**config.mk**
```make
export PLATFORM = sky130hd
export DESIGN_NAME = pc_fetch
export DESIGN_NICKNAME = d
export VERILOG_FILES = /design/src/rtl/pc_fetch_pkg.sv /design/src/rtl/pc_fetch.sv
export SDC_FILE = /design/constraint.sdc
export NUM_CORES = 1
export LEC_CHECK = 0
export ABC_AREA = 1
export CORE_MARGIN = 5
export CORE_UTILIZATION = 40
export DETAILED_ROUTE_END_ITERATION = 7
export PLACE_DENSITY = 0.74
export SLEW_MARGIN = 20
export SYNTH_ARGS = -nofsm -noshare
export SYNTH_HDL_FRONTEND = slang
export SYNTH_SLANG_ARGS = --single-unit
```
**constraint.sdc**
```tcl
create_clock -name clk -period 1.45 [get_ports clk]
set_input_delay 0.2175 -clock clk [delete_from_list [all_inputs] [get_ports clk]]
set_output_delay 0.2175 -clock clk [all_outputs]
set_load 0.03 [all_outputs]
```
**src/rtl/pc_fetch_pkg.sv**
```systemverilog
// Shared types and widths for the fetch stage.
// Optional halt detection is enabled with PC_FETCH_HALT_EN.
package pc_fetch_pkg;

  localparam int ADDR_W = 8;
  localparam int OP_W   = 16;

  localparam logic [OP_W-1:0] HALT_OP = 16'hFFFF;

  typedef enum logic [1:0] {
    FILL = 2'd0,
    RUN  = 2'd1,
    HALT = 2'd2
  } state_e;

endpackage

```
**src/rtl/pc_fetch.sv**
```systemverilog
// Fetch stage: PC sequencing, branch redirect, stall hold, sync ROM.
// Define PC_FETCH_HALT_EN to stop fetch after issuing 16'hFFFF.
import pc_fetch_pkg::*;

module pc_fetch #(
  parameter logic [ADDR_W-1:0] RESET_PC = 8'h00,
  parameter logic [OP_W-1:0]   NOP_OP   = 16'h0000
) (
  input  logic              clk,
  input  logic              rst_n,
  input  logic              stall,
  input  logic              BR_in,
  input  logic [ADDR_W-1:0] br_target,
  input  logic [OP_W-1:0]   imem_data,
  output logic [ADDR_W-1:0] imem_addr,
  output logic [OP_W-1:0]   opCode,
  output logic              en,
  output logic [ADDR_W-1:0] pc_out,
  output logic              halted
);

  state_e            state_q, state_d;
  logic [ADDR_W-1:0] fetch_pc_q, fetch_pc_d;
  logic [ADDR_W-1:0] req_pc_q, req_pc_d;
  logic [ADDR_W-1:0] pc_q, pc_d;
  logic [OP_W-1:0]   op_q, op_d;
  logic              en_q, en_d;

  logic take;
  logic in_halt;
  logic hold;
  logic halt_hit;

  assign in_halt = (state_q == HALT);
  assign take    = BR_in & en_q & ~stall;
  assign hold    = stall & ~in_halt;

`ifdef PC_FETCH_HALT_EN
  assign halt_hit = (state_q == RUN) & en_q & ~stall
                  & (op_q == HALT_OP);
  assign halted   = in_halt;
`else
  assign halt_hit = 1'b0;
  assign halted   = 1'b0;
`endif

  // en is always 0 in HALT, so these terms never overlap
  always_comb begin
    imem_addr = fetch_pc_q;
    unique case (1'b1)
      in_halt: imem_addr = req_pc_q;
      take:    imem_addr = br_target;
      hold:    imem_addr = req_pc_q;
      default: imem_addr = fetch_pc_q;
    endcase
  end

  always_comb begin
    state_d    = state_q;
    fetch_pc_d = fetch_pc_q;
    req_pc_d   = req_pc_q;
    pc_d       = pc_q;
    op_d       = op_q;
    en_d       = en_q;
    if (!stall && !in_halt) begin
      req_pc_d   = imem_addr;
      fetch_pc_d = imem_addr + ADDR_W'(1);
    end
    unique case (state_q)
      FILL: begin
        if (!stall) state_d = RUN;
      end
      RUN: begin
        if (!stall) begin
          if (halt_hit) begin
            state_d = HALT;
            en_d    = 1'b0;
            op_d    = NOP_OP;
          end else if (take) begin
            en_d = 1'b0;
            op_d = NOP_OP;
          end else begin
            op_d = imem_data;
            pc_d = req_pc_q;
            en_d = 1'b1;
          end
        end
      end
      HALT: begin
        en_d = 1'b0;
        op_d = NOP_OP;
      end
      default: state_d = FILL;
    endcase
  end

  always_ff @(posedge clk) begin
    if (!rst_n) begin
      state_q    <= FILL;
      fetch_pc_q <= RESET_PC;
      req_pc_q   <= RESET_PC;
      pc_q       <= RESET_PC;
      op_q       <= NOP_OP;
      en_q       <= 1'b0;
    end else begin
      state_q    <= state_d;
      fetch_pc_q <= fetch_pc_d;
      req_pc_q   <= req_pc_d;
      pc_q       <= pc_d;
      op_q       <= op_d;
      en_q       <= en_d;
    end
  end

  assign opCode = op_q;
  assign en     = en_q;
  assign pc_out = pc_q;

endmodule

```
==> metrics.txt <==
status finished with violations; failing checks setup timing; Slowest-stage cell, CP dfxtp_4; initial core utilization between 40% and 50%; Avg WL per Cell 14.04 um; Fin Hold WS 370.7 ps; Synth top area share 45.90%; Worst Path Class, Setup reg -> out; # clock sinks between 40 and 50; clock skew 7.424 ps; die area between 0.006 and 0.007 sq mm; global route overflow 0; reg2reg start en$_SDFFE_PN0P_; final worst path period share 113.0%; port bufs 60; Yosys warning count 0; global-route wire length before repair 9246 um; syn_nets 279; Max Clk Rate a little over 600 MHz; # DRC 0; Layout area overhead 72.27%; all-layer global routing usage a little under a fifth; Final Setup Violations 14; Clock Tree Buf Depth 2; cell area after synthesis between 0.0015 and 0.002 sq mm; Internal 1913 uW; post-synth cell types 28; Mapped Cells 250; CP top delay family flip-flops; Worst Path Max Fanout 6; Min-Delay Startpoint stall; P per Cell Area 868.6 mW/mm^2; hold buffer count at CTS 0; ANT nets after route 0; CTS tree done; HP Class in -> reg; Tmin final 1638 ps; Clock Pin Slew Worst Setup and Hold Paths approximately 80 ps; worst path bufs/invs 3; drt first pass iters 4; Initial DRC Count 105; P_sw 827.4 uW; global placement routability congestion 0.8480; Die Wd 77.67 um; initial antenna violation count 0; io pins 62; vias post-DR 2008; Most common cell on crit path buf_6; clock power share 26.2%; register bit total from synthesis 42; Root Driver clkbuf_8; total power draw about 2700 uW; RSZ-0062 raised after global routing true; die height 77.67 um; fin. max-slew vios 0; Antenna diodes 0; H-tree depth 2; Worst Setup SP en$_SDFFE_PN0P_; synth top area cells dfxtp_1 (46%), nand2_1 (13%), a21oi_1 (6.0%); layout cells sized above 1 about a third; CTS buffer count 5; Final Hold Fails 0; leakage power 0.001562 uW; crit path capture type primary output; sw frac 30.19%; Logic pwr share 28.2%; Seq pwr share 45.7%; worst vdd ir 0.0008054 V; largest net degree at the start of global routing 18; area leader, netlist dfxtp_1; final net count 387; Setup WS post-layout -188.1 ps; HPWL Detailed 3635 um; crit path DAT 1420 ps; register area share after synthesis 45.90%; routed wire length between 5000 and 6000 um; Max-cap violations 0; syn avg cell area 7.327 sq um; clk_lat worst skew between 200 and 300 ps; Setup crit start kind flip-flop; num rows 24; crit-path max cell delay about 400 ps; core region area 0.004384 sq mm; DR vias/cell about 4.9; vias in the first global route around 2000; Critical Path RT between 1000 and 1500 ps; critical-path cell list nand2_8 -> buf_6 -> nor2_4 -> nand2_2 -> o21ai_2 -> a21oi_2 -> inv_1 -> buf_6
-- placed cells by master, fill, tap and decap left out, types with 6 or more instances in the layout --
cell type         n
a21oi_1          20
buf_4            36
buf_6            23
clkdlybuf4s50_1  25
dfxtp_1          41
dlygate4sd2_1    24
inv_1            21
nand2_1          55
nand2_4           6
nand3_2          10
nor2_1           28
o21ai_0           9
-- cells in the mapped netlist (all sizes together) --
master / count
nand2: 67
or2: 2
conb: 1
a21oi: 22
nand3b: 1
inv: 26
clkbuf: 4
o21ai: 14
buf: 7
nor2: 34
dfxtp: 42
nor3: 1
nand3: 19
nand4: 4
ha: 1
o211ai: 1
o21bai: 1
o2111a: 1
clkinv: 2
-- path summary, 6_finish.rpt --
path / to / slack, ps / cells after the start
max reg2reg: fetch_pc_q[7]$_SDFFE_PN0N_ / -170 / 10
max: imem_addr[7] / -190 / 8
min reg2reg: state_q[0]$_SDFFE_PN0P_ / 460 / 2
min: fetch_pc_q[1]$_SDFFE_PN0N_ / 370 / 3
-- power by group through the flow --
stage / Combinational, uW / Sequential [uW] / Clock (uW)
2_1_floorplan: 259 / 1340 / 0
3_3_place_gp: 620 / 1280 / 0
3_5_place_dp: 624 / 1280 / 0
4_1_cts: 730 / 1250 / 732
5_1_grt: 826 / 1260 / 773
6_report: 772 / 1250 / 717
-- flip-flops by register name (all words and copies together), names as in the netlist --
| register | flops |
|---|---|
| en | 1 |
| req_pc_q | 8 |
| opCode | 16 |
| state_q | 1 |
| fetch_pc_q | 8 |
| pc_out | 8 |
-- kinds of logic after synthesis --
| group | share of synthesized area, % |
|---|---|
| AOI/OAI and AO/OA | 11.27 |
| adders and majority gates | 0.6830 |
| buffers and inverters | 9.358 |
| DFF | 45.90 |
| other | 0.2047 |
| and+or+nand+nor | 32.58 |
-- layout make-up --
class,instances,area (sq um)
fillers,338,1229
repair buffers,112,1040
multi-input cells,169,1013
flip-flops and latches,42,844.6
inverters,28,110.1
clock buffers,6,72.57
well taps,52,65.06
clock inverters,2,10.01
-- what timing repair did --
action,in CTS,in global routing
endpoints found under the setup margin,50,17
gates resized for setup,70,27
setup buffers,17,5
cloned,1,0
pin swaps,17,21
-- layer usage --
layer	GRT usage, %	vias up	part of all wire [%]
li1	-	1008	-
met1	23.93	920	42
met2	31.22	65	49
met3	5.093	15	7.2
met4	5.155	0	2.4
met5	0	-	0
-- worst min-delay path: cells and delay by family --
kind                   cells  cell delay, ps
AOI/OAI and AO/OA          1              60
buffers and inverters      2             330
-- through the flow --
stage	setup TNS, ps	setup slack, ps	utilization (%)	area (sq um)	cells
2_1_floorplan	-208.2	-105.6	-	1873	250
3_3_place_gp	-13590	-489.9	61.59	2700	384
3_5_place_dp	-15590	-547.2	61.59	2700	384
4_1_cts	-1658	-210.1	70.38	3085	409
5_1_grt	-2811	-263.5	71.97	3156	411
6_report	-1854	-188.1	71.97	3156	411
Power figures use the tool's default switching activity.
